==> src/rtl/frogger_key_cmd.sv <==
// frogger_key_cmd: PS/2 set-2 keyboard front end for the frogger top level.
// Filters the PS/2 clock, receives 11-bit frames, decodes the E0/F0 prefixes
// and turns arrow-key make codes into a one-hot motion command. The command
// is held until the next refr_tick.
// Optional build macro WASD_KEYS_EN: also map the plain W/S/A/D make codes
// to up/down/left/right.
//
// state   | meaning
// --------+-------------------------------------------
// IDLE    | waiting for a prefix or a plain make code
// EXT     | E0 seen, next byte is an extended code
// BRK     | F0 seen, next byte is a released key
// EXT_BRK | E0 F0 seen, next byte is a released key
module frogger_key_cmd #(
   parameter int FILTER_LEN  = 8,
   parameter int TIMEOUT_CYC = 50000
) (
   input  logic       clk,
   input  logic       reset,
   input  logic       ps2c,
   input  logic       ps2d,
   input  logic       refr_tick,
   output logic [3:0] motion_cmd,
   output logic       byte_valid,
   output logic       parity_err
);

   localparam int FW = $clog2(FILTER_LEN + 1);
   localparam int TW = $clog2(TIMEOUT_CYC + 1);
   localparam logic [FW-1:0] FILT_MAX = FW'(FILTER_LEN - 1);
   localparam logic [TW-1:0] TO_MAX   = TW'(TIMEOUT_CYC - 1);

   localparam logic [3:0] CMD_UP    = 4'b1000;
   localparam logic [3:0] CMD_DOWN  = 4'b0100;
   localparam logic [3:0] CMD_LEFT  = 4'b0010;
   localparam logic [3:0] CMD_RIGHT = 4'b0001;

   typedef enum logic [1:0] {
      IDLE    = 2'd0,
      EXT     = 2'd1,
      BRK     = 2'd2,
      EXT_BRK = 2'd3
   } dec_state_t;

   logic          ps2c_s1_q, ps2c_s2_q, ps2d_s1_q, ps2d_s2_q;
   logic          filt_q, filt_d;
   logic [FW-1:0] filt_cnt_q, filt_cnt_d;
   logic          fall;
   logic [3:0]    bit_cnt_q, bit_cnt_d;
   logic [8:0]    shift_q, shift_d;
   logic [TW-1:0] to_cnt_q, to_cnt_d;
   logic [7:0]    rx_byte_q, rx_byte_d;
   logic          byte_valid_q, byte_valid_d;
   logic          parity_err_q, parity_err_d;
   dec_state_t    state_q, state_d;
   logic          set_en;
   logic [3:0]    set_code;
   logic [3:0]    motion_cmd_q, motion_cmd_d;

   // Two-flop synchronisers for both PS/2 lines.
   always_ff @(posedge clk or negedge reset) begin
      if (!reset) begin
         ps2c_s1_q <= 1'b0;
         ps2c_s2_q <= 1'b0;
         ps2d_s1_q <= 1'b0;
         ps2d_s2_q <= 1'b0;
      end else begin
         ps2c_s1_q <= ps2c;
         ps2c_s2_q <= ps2c_s1_q;
         ps2d_s1_q <= ps2d;
         ps2d_s2_q <= ps2d_s1_q;
      end
   end

   // Glitch filter: the level flips only after FILTER_LEN differing samples in a row.
   always_comb begin
      filt_d     = filt_q;
      filt_cnt_d = '0;
      if (ps2c_s2_q != filt_q) begin
         if (filt_cnt_q == FILT_MAX) begin
            filt_d = ps2c_s2_q;
         end else begin
            filt_cnt_d = filt_cnt_q + 1'b1;
         end
      end
      fall = filt_q & ~filt_d;
   end

   // Frame receiver with stall timeout; timeout is a down-counter that only
   // runs while a frame is in progress and the filtered clock sits high.
   always_comb begin
      bit_cnt_d    = bit_cnt_q;
      shift_d      = shift_q;
      to_cnt_d     = to_cnt_q;
      rx_byte_d    = rx_byte_q;
      byte_valid_d = 1'b0;
      parity_err_d = 1'b0;
      if (bit_cnt_q == 4'd0 || !filt_q) begin
         to_cnt_d = TO_MAX;
      end else if (to_cnt_q == '0) begin
         to_cnt_d  = TO_MAX;
         bit_cnt_d = 4'd0;
      end else begin
         to_cnt_d = to_cnt_q - 1'b1;
      end
      if (fall) begin
         to_cnt_d = TO_MAX;
         if (bit_cnt_q == 4'd0) begin
            // A high start bit is noise; stay aligned on the next low one.
            if (!ps2d_s2_q) begin
               bit_cnt_d = 4'd1;
               shift_d   = '0;
            end
         end else if (bit_cnt_q == 4'd10) begin
            bit_cnt_d = 4'd0;
            if ((^shift_q) && ps2d_s2_q) begin
               byte_valid_d = 1'b1;
               rx_byte_d    = shift_q[7:0];
            end else begin
               parity_err_d = 1'b1;
            end
         end else begin
            shift_d   = {ps2d_s2_q, shift_q[8:1]};
            bit_cnt_d = bit_cnt_q + 4'd1;
         end
      end
   end

   // Scan-code decoder, stepped once per good byte.
   always_comb begin
      state_d  = state_q;
      set_en   = 1'b0;
      set_code = 4'b0000;
      if (byte_valid_q) begin
         case (state_q)
            IDLE: begin
               case (rx_byte_q)
                  8'hE0:   state_d = EXT;
                  8'hF0:   state_d = BRK;
`ifdef WASD_KEYS_EN
                  8'h1D:   begin set_en = 1'b1; set_code = CMD_UP;    end
                  8'h1B:   begin set_en = 1'b1; set_code = CMD_DOWN;  end
                  8'h1C:   begin set_en = 1'b1; set_code = CMD_LEFT;  end
                  8'h23:   begin set_en = 1'b1; set_code = CMD_RIGHT; end
`endif
                  default: state_d = IDLE;
               endcase
            end
            EXT: begin
               state_d = IDLE;
               case (rx_byte_q)
                  8'hF0:   state_d = EXT_BRK;
                  8'h75:   begin set_en = 1'b1; set_code = CMD_UP;    end
                  8'h72:   begin set_en = 1'b1; set_code = CMD_DOWN;  end
                  8'h6B:   begin set_en = 1'b1; set_code = CMD_LEFT;  end
                  8'h74:   begin set_en = 1'b1; set_code = CMD_RIGHT; end
                  default: state_d = IDLE;
               endcase
            end
            BRK:     state_d = IDLE;
            EXT_BRK: state_d = IDLE;
            default: state_d = IDLE;
         endcase
      end
   end

   // Command latch: a new key overrides, refr_tick consumes, set beats tick.
   always_comb begin
      motion_cmd_d = motion_cmd_q;
      if (set_en) begin
         motion_cmd_d = set_code;
      end else if (refr_tick) begin
         motion_cmd_d = 4'b0000;
      end
   end

   // State registers for filter, receiver, decoder and command.
   always_ff @(posedge clk or negedge reset) begin
      if (!reset) begin
         filt_q       <= 1'b0;
         filt_cnt_q   <= '0;
         bit_cnt_q    <= 4'd0;
         shift_q      <= '0;
         to_cnt_q     <= TO_MAX;
         rx_byte_q    <= '0;
         byte_valid_q <= 1'b0;
         parity_err_q <= 1'b0;
         state_q      <= IDLE;
         motion_cmd_q <= 4'b0000;
      end else begin
         filt_q       <= filt_d;
         filt_cnt_q   <= filt_cnt_d;
         bit_cnt_q    <= bit_cnt_d;
         shift_q      <= shift_d;
         to_cnt_q     <= to_cnt_d;
         rx_byte_q    <= rx_byte_d;
         byte_valid_q <= byte_valid_d;
         parity_err_q <= parity_err_d;
         state_q      <= state_d;
         motion_cmd_q <= motion_cmd_d;
      end
   end

   assign motion_cmd = motion_cmd_q;
   assign byte_valid = byte_valid_q;
   assign parity_err = parity_err_q;

endmodule

==> config.mk <==
export PLATFORM = sky130hd
export DESIGN_NAME = frogger_key_cmd
export DESIGN_NICKNAME = d
export VERILOG_FILES = /design/src/rtl/frogger_key_cmd.sv
export SDC_FILE = /design/constraint.sdc
export NUM_CORES = 1
export LEC_CHECK = 0
export CAP_MARGIN = 5
export CORE_AREA = 4 4 80 82
export DETAILED_ROUTE_END_ITERATION = 10
export DIE_AREA = 0 0 84 86
export DONT_BUFFER_PORTS = 1
export PLACE_DENSITY_LB_ADDON = 0.05
export SYNTH_ARGS = -nofsm -noshare
export SYNTH_HDL_FRONTEND = slang
export SYNTH_SLANG_ARGS = --single-unit
export TNS_END_PERCENT = 50
==> constraint.sdc <==
create_clock -name clk -period 2.94 [get_ports clk]
set_input_delay 0.588 -clock clk [delete_from_list [all_inputs] [get_ports clk]]
set_output_delay 0.588 -clock clk [all_outputs]
set_load 0.01 [all_outputs]
==> run summary, run 1 <==
Mapped Cells = 230
final setup fails = 0
WL per Instance = 15.1 um
TritonCTS clock tree = built
largest clock skew in the final design = 0.00837 ns
global placement routability congestion = 0.794
transition time of the tightest slew-check pin = 0.925 ns
number of synthesis warnings = 0
I/O pin total = 11
Syn-to-layout area delta = 7.41%
crit path launch type = flip-flop
stage delay of the slowest cell on the critical path = 0.52 ns
half-perimeter wire length after detailed placement = 3260 um
most common cell after layout, fill and taps aside = dfrtp_1
IR drop worst, VDD = 0.224 mV
insertion delay to the later sink of the worst-skew pair = 0.30 ns
average instance area after synthesis = 10.9 um^2
unrepaired setup endpoints after global routing = no
number of H-tree branching levels = 2
flip-flop and latch count after synthesis = 54
placeable core region = 0.00575 mm^2
cell with the largest stage delay on the worst path = or4b_4
DRC violation count after routing = 0
Inserted Diodes = 0
share of flip-flops with an asynchronous set or reset = 100%
global-route wire length before repair = 8220 um
pin count of the biggest net entering global routing = 46
top flip-flop cell by instance count after synthesis = dfrtp_1
worst slew slack as a fraction of its limit = 37.8%
number of pins exceeding their max-slew limit in the final report = 0
floorplan die area = 0.00722 mm^2
hold crit path type = primary input to asynchronous set/reset pin
maximum fanout along the worst path = 8
crit path kind = flip-flop to flip-flop
post-route worst hold slack = 0.109 ns
crit end category = flip-flop
Max Cap Viol = 0
total chip power = 1.29 mW
clock sink count = 54
Routed WL = 4650 um
cell-by-cell listing of the critical path = inv_1, ha_1, or4b_4, or3_4, nor4_4, nand2b_1, or3_1
total iterations of the first detailed-routing run = 4
status = finished clean
number of antenna violations at the first check in global routing = 0
total overflow reported by the global router = 0
Post-Layout Cell Count = 307
Critical Path AT = 2.59 ns
CTS root buf = clkbuf_8
Total Routing Usage GR = 14.1%
data required time at the worst endpoint = 3.19 ns
minimum setup slack after placement = 0.626 ns
Die W = 84 um
Placed Cells = 298
number of buffers on the longest clock path = 2
total via count after detailed routing = 1695
share of the yosys chip area belonging to registers = 54.2%
shortest period the worst path allows = 2.33 ns
crit share post-route = 79.4%
slack of the critical path = 0.606 ns
f_max = 0.429 GHz
die boundary height = 86 um
share of cells above drive strength 1 = 14.7%
number of buffers created by CTS = 5
Fin. Hold Viols = 0
Row Count = 28
number of nets produced by synthesis = 237
number of enable-type register cells in the synthesized netlist = 0
clock slew at the register clock pins of the worst setup and hold paths = 0.10 ns
post-synthesis instance area = 0.00252 mm^2
number of buffer cells added on primary ports = 0
number of antenna-violating nets in the routed design = 0
power density over cell area = 478 mW/mm^2
starting density of the core = 43.8%
number of global-route vias before repair = 1692
number of DRC markers after the initial detailed-route iteration = 92
leading cell types in the layout, fill and taps excluded = 45 x dfrtp_1, 21 x nand2_1, 21 x nor2_1
Leakage = 1.13 nW
total number of nets in the final design = 238
setup TNS = 0 ns
Unique masters post-synth = 44
via/cell ratio = 5.52
registers in the layout, indices dropped and copies added (netlist names):
signal and flops:
filt_cnt_q 4, shift_q 9, ps2d_s2_q 1, bit_cnt_q 4, filt_q 1, ps2c_s1_q 1, state_q 2, ps2d_s1_q 1
ps2c_s2_q 1, rx_byte_q 8, motion_cmd 4, to_cnt_q 16, parity_err 1, byte_valid 1
critical path, delay by kind of cell, from the launching register on:
family | cells | cell delay, ns
AND/OR/NAND/NOR | 5 | 1.67
flip-flops | 1 | 0.39
buffers and inverters | 1 | 0.05
adder cells (fa/ha/maj) | 1 | 0.18
final cells by class:
class	count	area (um^2)
fill	525	3040
tap	75	93.8
multi-input combinational	164	1100
inverter	5	18.8
sequential	54	1360
clock buffer	6	82.6
timing repair buffer	1	27.5
clock inverter	2	12.5
where the power goes:
group          internal [mW]  switching (mW)  total, mW
logic                 0.0355          0.0408     0.0762
clock network          0.190           0.233      0.423
registers              0.768          0.0239      0.792
total                  0.993           0.298       1.29
through the flow:
| step | instance area [um^2] | utilization, % |
|---|---|---|
| 2_1_floorplan | 2520 | - |
| 3_3_place_gp | 2580 | 44.9 |
| 3_5_place_dp | 2580 | 44.9 |
| 4_1_cts | 2700 | 47.0 |
| 5_1_grt | 2700 | 47.0 |
| 6_report | 2700 | 47.0 |
cells by family (layout without fill, tap and decap cells):
family                     count (synthesis)  in the layout  synth area share [%]
AOI/OAI and AO/OA                         41             41                  11.2
xor gates and xnor gates                  19             19                  7.16
adders and majority gates                  2              2                 0.994
buffers and inverters                     12             14                  1.94
DFF                                       54             54                  54.2
muxes                                     12             12                  5.27
and+or+nand+nor                           90             90                  19.2
what timing repair did:
action                                  4_1_cts  5_1_grt
endpoints found under the hold margin        45        0
endpoints found under the setup margin        0        0
resized for setup                             0        0
hold buffers                                  1        0
buffers inserted                              0        0
metal layers:
layer	global-route usage, %	up-vias	part of all wire (%)
li1	-	821	-
met1	18.6	844	48
met2	23.0	26	47
met3	3.65	4	3.5
met4	4.09	0	1.1
met5	0	-	0
final timing paths:
path	slack, ns	endpoint	depth (start not counted)	from
setup reg to reg	0.61	to_cnt_q[9]$_DFF_PN1_	7	to_cnt_q[0]$_DFF_PN1_
setup / recovery	0.61	to_cnt_q[9]$_DFF_PN1_	7	to_cnt_q[0]$_DFF_PN1_
hold reg to reg	0.37	ps2c_s2_q$_DFF_PN0_	0	ps2c_s1_q$_DFF_PN0_
min in group clk	0.30	ps2d_s1_q$_DFF_PN0_	0	ps2d
hold / removal	0.11	motion_cmd[2]$_DFFE_PN0P_	1	reset
max in group asynchronous	2.61	bit_cnt_q[1]$_DFF_PN0_	1	reset
cell usage after synthesis (3+ instances only):
master    instances  area share (%)
a21oi_1          10             2.0
a22o_1           10             3.5
a31oi_1           3            0.75
clkbuf_1          6            0.90
dfrtp_1          45              45
dfstp_2           9             9.4
inv_1             5            0.75
mux2_2           10             4.5
nand2_1          21             3.1
nand2b_1          4            0.99
nand3_1           4            0.80
nand4b_1          3             1.0
nor2_1           21             3.1
nor2b_1           5             1.2
nor3_1           10             2.0
o21ai_0           7             1.4
o31ai_1           3            0.90
or3_1             5             1.2
xnor2_1          12             4.2
xor2_1            6             2.1
No activity file was read; power rests on OpenSTA's default activity.
==> inputs of run 2 (changes only) <==
clock period = 2.4 ns   (was 2.94 ns; I/O delays follow)
==> run 2 against run 1 <==
Net effect:
- total power increased by 21%
- design area increased by 1.5%
- largest power group unchanged
- global-route usage decreased by 0.065 points
- non-clock buffer count increased by 6
==> run summary, run 2 (synthesis gave the netlist of run 1 again) <==
starting density of the core = 43.8% (unchanged)
total overflow reported by the global router = 0 (unchanged)
max FFs per register = 16 (unchanged)
number of global-route vias before repair = 1719 (+1.6%)
placeable core region = 0.00575 mm^2 (unchanged)
Routed WL = 4740 um (+1.9%)
Fin. Hold Viols = 0 (unchanged)
number of pins exceeding their max-slew limit in the final report = 0 (unchanged)
shortest period the worst path allows = 2.25 ns (-0.0857 ns)
clock slew at the register clock pins of the worst setup and hold paths = 0.09 ns (about the same)
floorplan die area = 0.00722 mm^2 (unchanged)
I/O pin total = 11 (unchanged)
number of H-tree branching levels = 2 (unchanged)
insertion delay to the later sink of the worst-skew pair = 0.30 ns (about the same)
Filler Cell Count = 532 (+1.3%)
launch point of the worst path = to_cnt_q[0]$_DFF_PN1_
number of buffers on the longest clock path = 2 (unchanged)
Post-DP Area = 0.00262 mm^2 (+1.5%)
pin count of the biggest net entering global routing = 51 (+11%)
crit share post-route = 93.7% (+14 points)
total via count after detailed routing = 1701 (+0.35%)
half-perimeter wire length after detailed placement = 3350 um (+2.7%)
startpoint of the worst register-to-register path = to_cnt_q[0]$_DFF_PN1_
number of buffer cells added on primary ports = 0 (unchanged)
DRC violation count after routing = 0 (unchanged)
share of cells above drive strength 1 = 16.4% (+1.7 points)
register ranked first by flip-flop count = to_cnt_q
worst slew slack as a fraction of its limit = 37.5% (-0.32 points)
via/cell ratio = 5.43 (-1.6%)
WL per Instance = 15.1 um (about the same)
Critical Path AT = 2.45 ns (-0.14 ns)
Leakage = 1.16 nW (+2.5%)
largest clock skew in the final design = 0.00715 ns (-0.00122 ns)
total number of nets in the final design = 244 (+2.5%)
IR drop worst, VDD = 0.309 mV (+38%)
number of antenna violations at the first check in global routing = 0 (unchanged)
Row Count = 28 (unchanged)
die boundary height = 86 um (unchanged)
CTS root buf = clkbuf_8
leading cell types in the layout, fill and taps excluded = 45 x dfrtp_1, 21 x nand2_1, 21 x nor2_1
Syn-to-layout area delta = 9.05%
Max Cap Viol = 0 (unchanged)
crit path launch type = flip-flop
status = finished clean
f_max = 0.445 GHz (+3.8%)
power density over cell area = 570 mW/mm^2 (+19%)
Inserted Diodes = 0 (unchanged)
TritonCTS clock tree = built
biggest registers after layout = to_cnt_q x16, shift_q x9, rx_byte_q x8
final setup fails = 0 (unchanged)
number of antenna-violating nets in the routed design = 0 (unchanged)
setup TNS = 0 ns (unchanged)
global-route wire length before repair = 8100 um (-1.4%)
crit end category = flip-flop
most common cell after layout, fill and taps aside = dfrtp_1
clock sink count = 54 (unchanged)
Post-Layout Cell Count = 313 (+2.0%)
Total Routing Usage GR = 14.0% (-0.065 points)
maximum fanout along the worst path = 6 (-2)
crit path kind = flip-flop to flip-flop
data required time at the worst endpoint = 2.60 ns (-0.59 ns)
number of buffers created by CTS = 5 (unchanged)
Worst Reg2Reg Path Length in Cells = 7 (unchanged)
unrepaired setup endpoints after global routing = no
hold crit path type = primary input to asynchronous set/reset pin
total iterations of the first detailed-routing run = 6 (+2)
global placement routability congestion = 0.788 (-0.82%)
number of DRC markers after the initial detailed-route iteration = 68 (-26%)
Final Cell Area = 0.00274 mm^2 (+1.5%)
Placed Cells = 303 (+1.7%)
Die W = 84 um (unchanged)
transition time of the tightest slew-check pin = 0.930 ns (+0.00472 ns)
-- run 2: cell types whose count changed in the layout (fill, tap and decap cells not counted), sizes merged --
cell         change
dlygate4sd3      +1
clkinv           +1
buf              +5
clkinvlp         -1
-- run 2: worst paths after layout --
path | to | slack, ns
worst max-delay path | to_cnt_q[12]$_DFF_PN0_ | 0.15
worst min-delay path | motion_cmd[3]$_DFFE_PN0P_ | 0.02
worst max register to register | to_cnt_q[12]$_DFF_PN0_ | 0.15
worst min register to register | ps2c_s2_q$_DFF_PN0_ | 0.37
max in group asynchronous | to_cnt_q[1]$_DFF_PN1_ | 1.68
min in group clk | ps2d_s1_q$_DFF_PN0_ | 0.20
-- run 2: stage by stage --
stage                     power, mW  hold slack [ns]  worst slack [ns]  util (%)
after CTS                      1.58          0.00529            0.0479      47.5
final                          1.56           0.0168             0.152      47.8
after global placement         1.06            0.186             0.145      45.6
after floorplan                1.04            0.184             0.257         -
after detailed placement       1.06            0.186            0.0671      45.6
after global routing           1.65           0.0178           0.00805      47.8
-- run 2: critical path: stages, from the launching register on --
cell and delay, ns:
dfstp_2 0.39, inv_1 0.06, ha_1 0.19, or4b_4 0.52, or3_4 0.44, or3_1 0.33, xor2_1 0.17, nor2_2 0.04
-- run 2: what timing repair did --
action,CTS,global route
gates resized for setup,0,1
setup buffers,0,0
hold buffers,1,1
setup endpoints to repair,0,8
hold endpoints to repair,50,4
-- run 2: final cells by class --
cell class	instances	area (um^2)	share of cell area, %
clock buffers	6	72.6	2.64
multi-input cells	164	1110	40.4
flip-flops and latches	54	1360	49.7
inverters	5	18.8	0.684
repair buffers	7	75.1	2.74
well taps	75	93.8	3.42
clock inverters	2	13.8	0.502
-- run 2: where the power goes --
part	switching [mW]	internal (mW)	total [mW]
clock	0.289	0.207	0.495
combinational	0.0512	0.0454	0.0966
sequential	0.0322	0.940	0.973
total	0.372	1.19	1.56
-- run 2: per-layer routing --
metal  part of all wire (%)  track usage [%]  vias up  wire (um)
met3                    2.9             3.55        5        138
met1                     49             18.5      837       2320
met2                     47             23.0       23       2240
li1                       -                -      836          -
met5                      0                0        -          0
met4                   0.80             3.95        0         38
==> inputs of run 3 (changes only) <==
HOLD_SLACK_MARGIN = 0.1   (was default)
SLEW_MARGIN = 25   (was default)
==> run 3 against run 2 <==
Net effect:
- critical path depth stayed put
- sequential cell count unchanged
- sequential share of layout area stayed put
- worst hold slack improved by 0.18 ns
- maximum frequency fell by 0.15%
- sequential power hardly changed
- non-clock buffer count did not move
- setup slack worse by 0.0033 ns
- register-to-register slack about the same
- combinational power barely moved
- largest cell class unchanged
==> run summary, run 3 (synthesis gave the netlist of run 1 again) <==
hold crit path type = primary input to flip-flop
data required time at the worst endpoint = 2.65 ns (+0.05 ns)
Routed WL = 4640 um (-2.1%)
number of buffers on the longest clock path = 2 (unchanged)
die boundary height = 86 um (unchanged)
unrepaired setup endpoints after global routing = no
global placement routability congestion = 0.788 (unchanged)
I/O pin total = 11 (unchanged)
number of buffers created by CTS = 5 (unchanged)
total number of nets in the final design = 244 (unchanged)
final setup fails = 0 (unchanged)
Critical Path AT = 2.50 ns (+0.05 ns)
power density over cell area = 569 mW/mm^2 (-0.23%)
crit path launch type = flip-flop
via/cell ratio = 5.41 (-0.53%)
Post-DP Area = 0.00262 mm^2 (unchanged)
register ranked first by flip-flop count = to_cnt_q
largest clock skew in the final design = 0.00796 ns (+0.000805 ns)
Post-Layout Cell Count = 313 (unchanged)
number of buffer cells added on primary ports = 0 (unchanged)
number of H-tree branching levels = 2 (unchanged)
final standard cell utilization of the core = 47.8% (unchanged)
most common cell after layout, fill and taps aside = dfrtp_1
terminating pin of the worst hold path = ps2d_s1_q$_DFF_PN0_
cell with the largest stage delay on the worst path = or4b_4
number of pins exceeding their max-slew limit in the final report = 0 (unchanged)
post-CTS repair timing setup buffer count = 0 (unchanged)
number of DRC markers after the initial detailed-route iteration = 68 (unchanged)
starting density of the core = 43.8% (unchanged)
pin count of the biggest net entering global routing = 55 (+7.8%)
total buffers and inverters traversed by the critical path = 1 (unchanged)
family of cells with the greatest summed delay on the critical path = simple AND/OR/NAND/NOR gates
setup TNS = 0 ns (unchanged)
TritonCTS clock tree = built
post-route worst hold slack = 0.200 ns (+0.183 ns)
Syn-to-layout area delta = 9.05% (unchanged)
total overflow reported by the global router = 0 (unchanged)
number of antenna violations at the first check in global routing = 0 (unchanged)
share of cells above drive strength 1 = 16.4% (unchanged)
Inserted Diodes = 0 (unchanged)
clock slew at the register clock pins of the worst setup and hold paths = 0.09 ns (about the same)
status = finished clean
worst slew slack as a fraction of its limit = 36.9% (-0.58 points)
startpoint of the worst register-to-register path = to_cnt_q[0]$_DFF_PN1_
number of global-route vias before repair = 1720 (+0.058%)
Fin. Hold Viols = 0 (unchanged)
crit end category = flip-flop
floorplan die area = 0.00722 mm^2 (unchanged)
crit share post-route = 93.8% (+0.14 points)
transition time of the tightest slew-check pin = 0.938 ns (+0.00857 ns)
minimum setup slack after placement = 0.0671 ns (unchanged)
shortest period the worst path allows = 2.25 ns (+0.00334 ns)
DRC violation count after routing = 0 (unchanged)
leading cell types in the layout, fill and taps excluded = 45 x dfrtp_1, 21 x nand2_1, 21 x nor2_1
maximum fanout along the worst path = 8 (+2)
total via count after detailed routing = 1692 (-0.53%)
Placed Cells = 303 (unchanged)
Hold Path Stages = 0
worst reg2reg path endpoint = to_cnt_q[9]$_DFF_PN1_
total iterations of the first detailed-routing run = 4 (-2)
max FFs per register = 16 (unchanged)
Row Count = 28 (unchanged)
slack of the critical path = 0.149 ns (-0.00334 ns)
Worst Reg2Reg Path Length in Cells = 7 (unchanged)
Max Cap Viol = 0 (unchanged)
Die W = 84 um (unchanged)
WL per Instance = 14.8 um (-2.1%)
Total Routing Usage GR = 13.7% (-0.27 points)
clock sink count = 54 (unchanged)
biggest registers after layout = to_cnt_q x16, shift_q x9, rx_byte_q x8
insertion delay to the later sink of the worst-skew pair = 0.30 ns (about the same)
placeable core region = 0.00575 mm^2 (unchanged)
stage delay of the slowest cell on the critical path = 0.52 ns (about the same)
Leakage = 1.16 nW (unchanged)
IR drop worst, VDD = 0.309 mV (about the same)
start point of the worst min-delay path = ps2d
crit path kind = flip-flop to flip-flop
cell-by-cell listing of the critical path = inv_1, ha_1, or4b_4, or3_4, nor4_4, nand2b_2, or3_1
CTS root buf = clkbuf_8
total chip power = 1.56 mW (-0.23%)
Final Cell Area = 0.00274 mm^2 (unchanged)
global-route wire length before repair = 7980 um (-1.4%)
half-perimeter wire length after detailed placement = 3350 um (unchanged)
f_max = 0.444 GHz (-0.15%)
number of antenna-violating nets in the routed design = 0 (unchanged)
worst setup slack for register-to-register paths = 0.15 ns (about the same)
## run 3: cell counts in the layout (fill, tap and decap cells not counted)
Identical to the previous run, type by type.
## run 3: worst max path at each step
stage                           from                endpoint  slack [ns]  cells past startpoint
2_1_floorplan  to_cnt_q[0]$_DFF_PN1_  to_cnt_q[12]$_DFF_PN0_        0.26                      7
3_5_place_dp   to_cnt_q[0]$_DFF_PN1_  to_cnt_q[13]$_DFF_PN0_        0.07                      7
3_3_place_gp   to_cnt_q[0]$_DFF_PN1_   to_cnt_q[9]$_DFF_PN1_        0.14                      7
6_report       to_cnt_q[0]$_DFF_PN1_   to_cnt_q[9]$_DFF_PN1_        0.15                      7
4_1_cts        to_cnt_q[0]$_DFF_PN1_   to_cnt_q[9]$_DFF_PN1_        0.05                      7
5_1_grt        to_cnt_q[0]$_DFF_PN1_   to_cnt_q[9]$_DFF_PN1_       0.008                      7
## run 3: cell type report
class                           count  area, um^2
Clock inverter                      2        13.8
Multi-Input combinational cell    164        1110
Fill cell                         534        3000
Inverter                            5        18.8
Timing Repair Buffer                7        75.1
Tap cell                           75        93.8
Clock buffer                        6        72.6
Sequential cell                    54        1360
## run 3: worst reg2reg max path, delay by kind of cell, from the launching register on
family | cells | cell delay, ns
buffers and inverters | 1 | 0.06
DFF | 1 | 0.39
and+or+nand+nor | 5 | 1.56
adders and majority gates | 1 | 0.19
## run 3: power breakdown
group          switching (mW)  internal [mW]
Combinational          0.0517         0.0452
Sequential             0.0322          0.940
Clock                   0.285          0.207
## run 3: timing repair
item,4_1_cts,5_1_grt
resized for setup,0,1
endpoints found under the hold margin,54,0
hold buffers,2,0
setup endpoints to repair,0,8
## run 3: metal layers
metal  up-vias  global-route usage (%)  part of all wire (%)
met5         -                       0                     0
met2        23                    22.4                    47
met3         5                    3.55                   3.1
li1        834                       -                     -
met1       830                    18.2                    49
met4         0                    3.95                  0.80
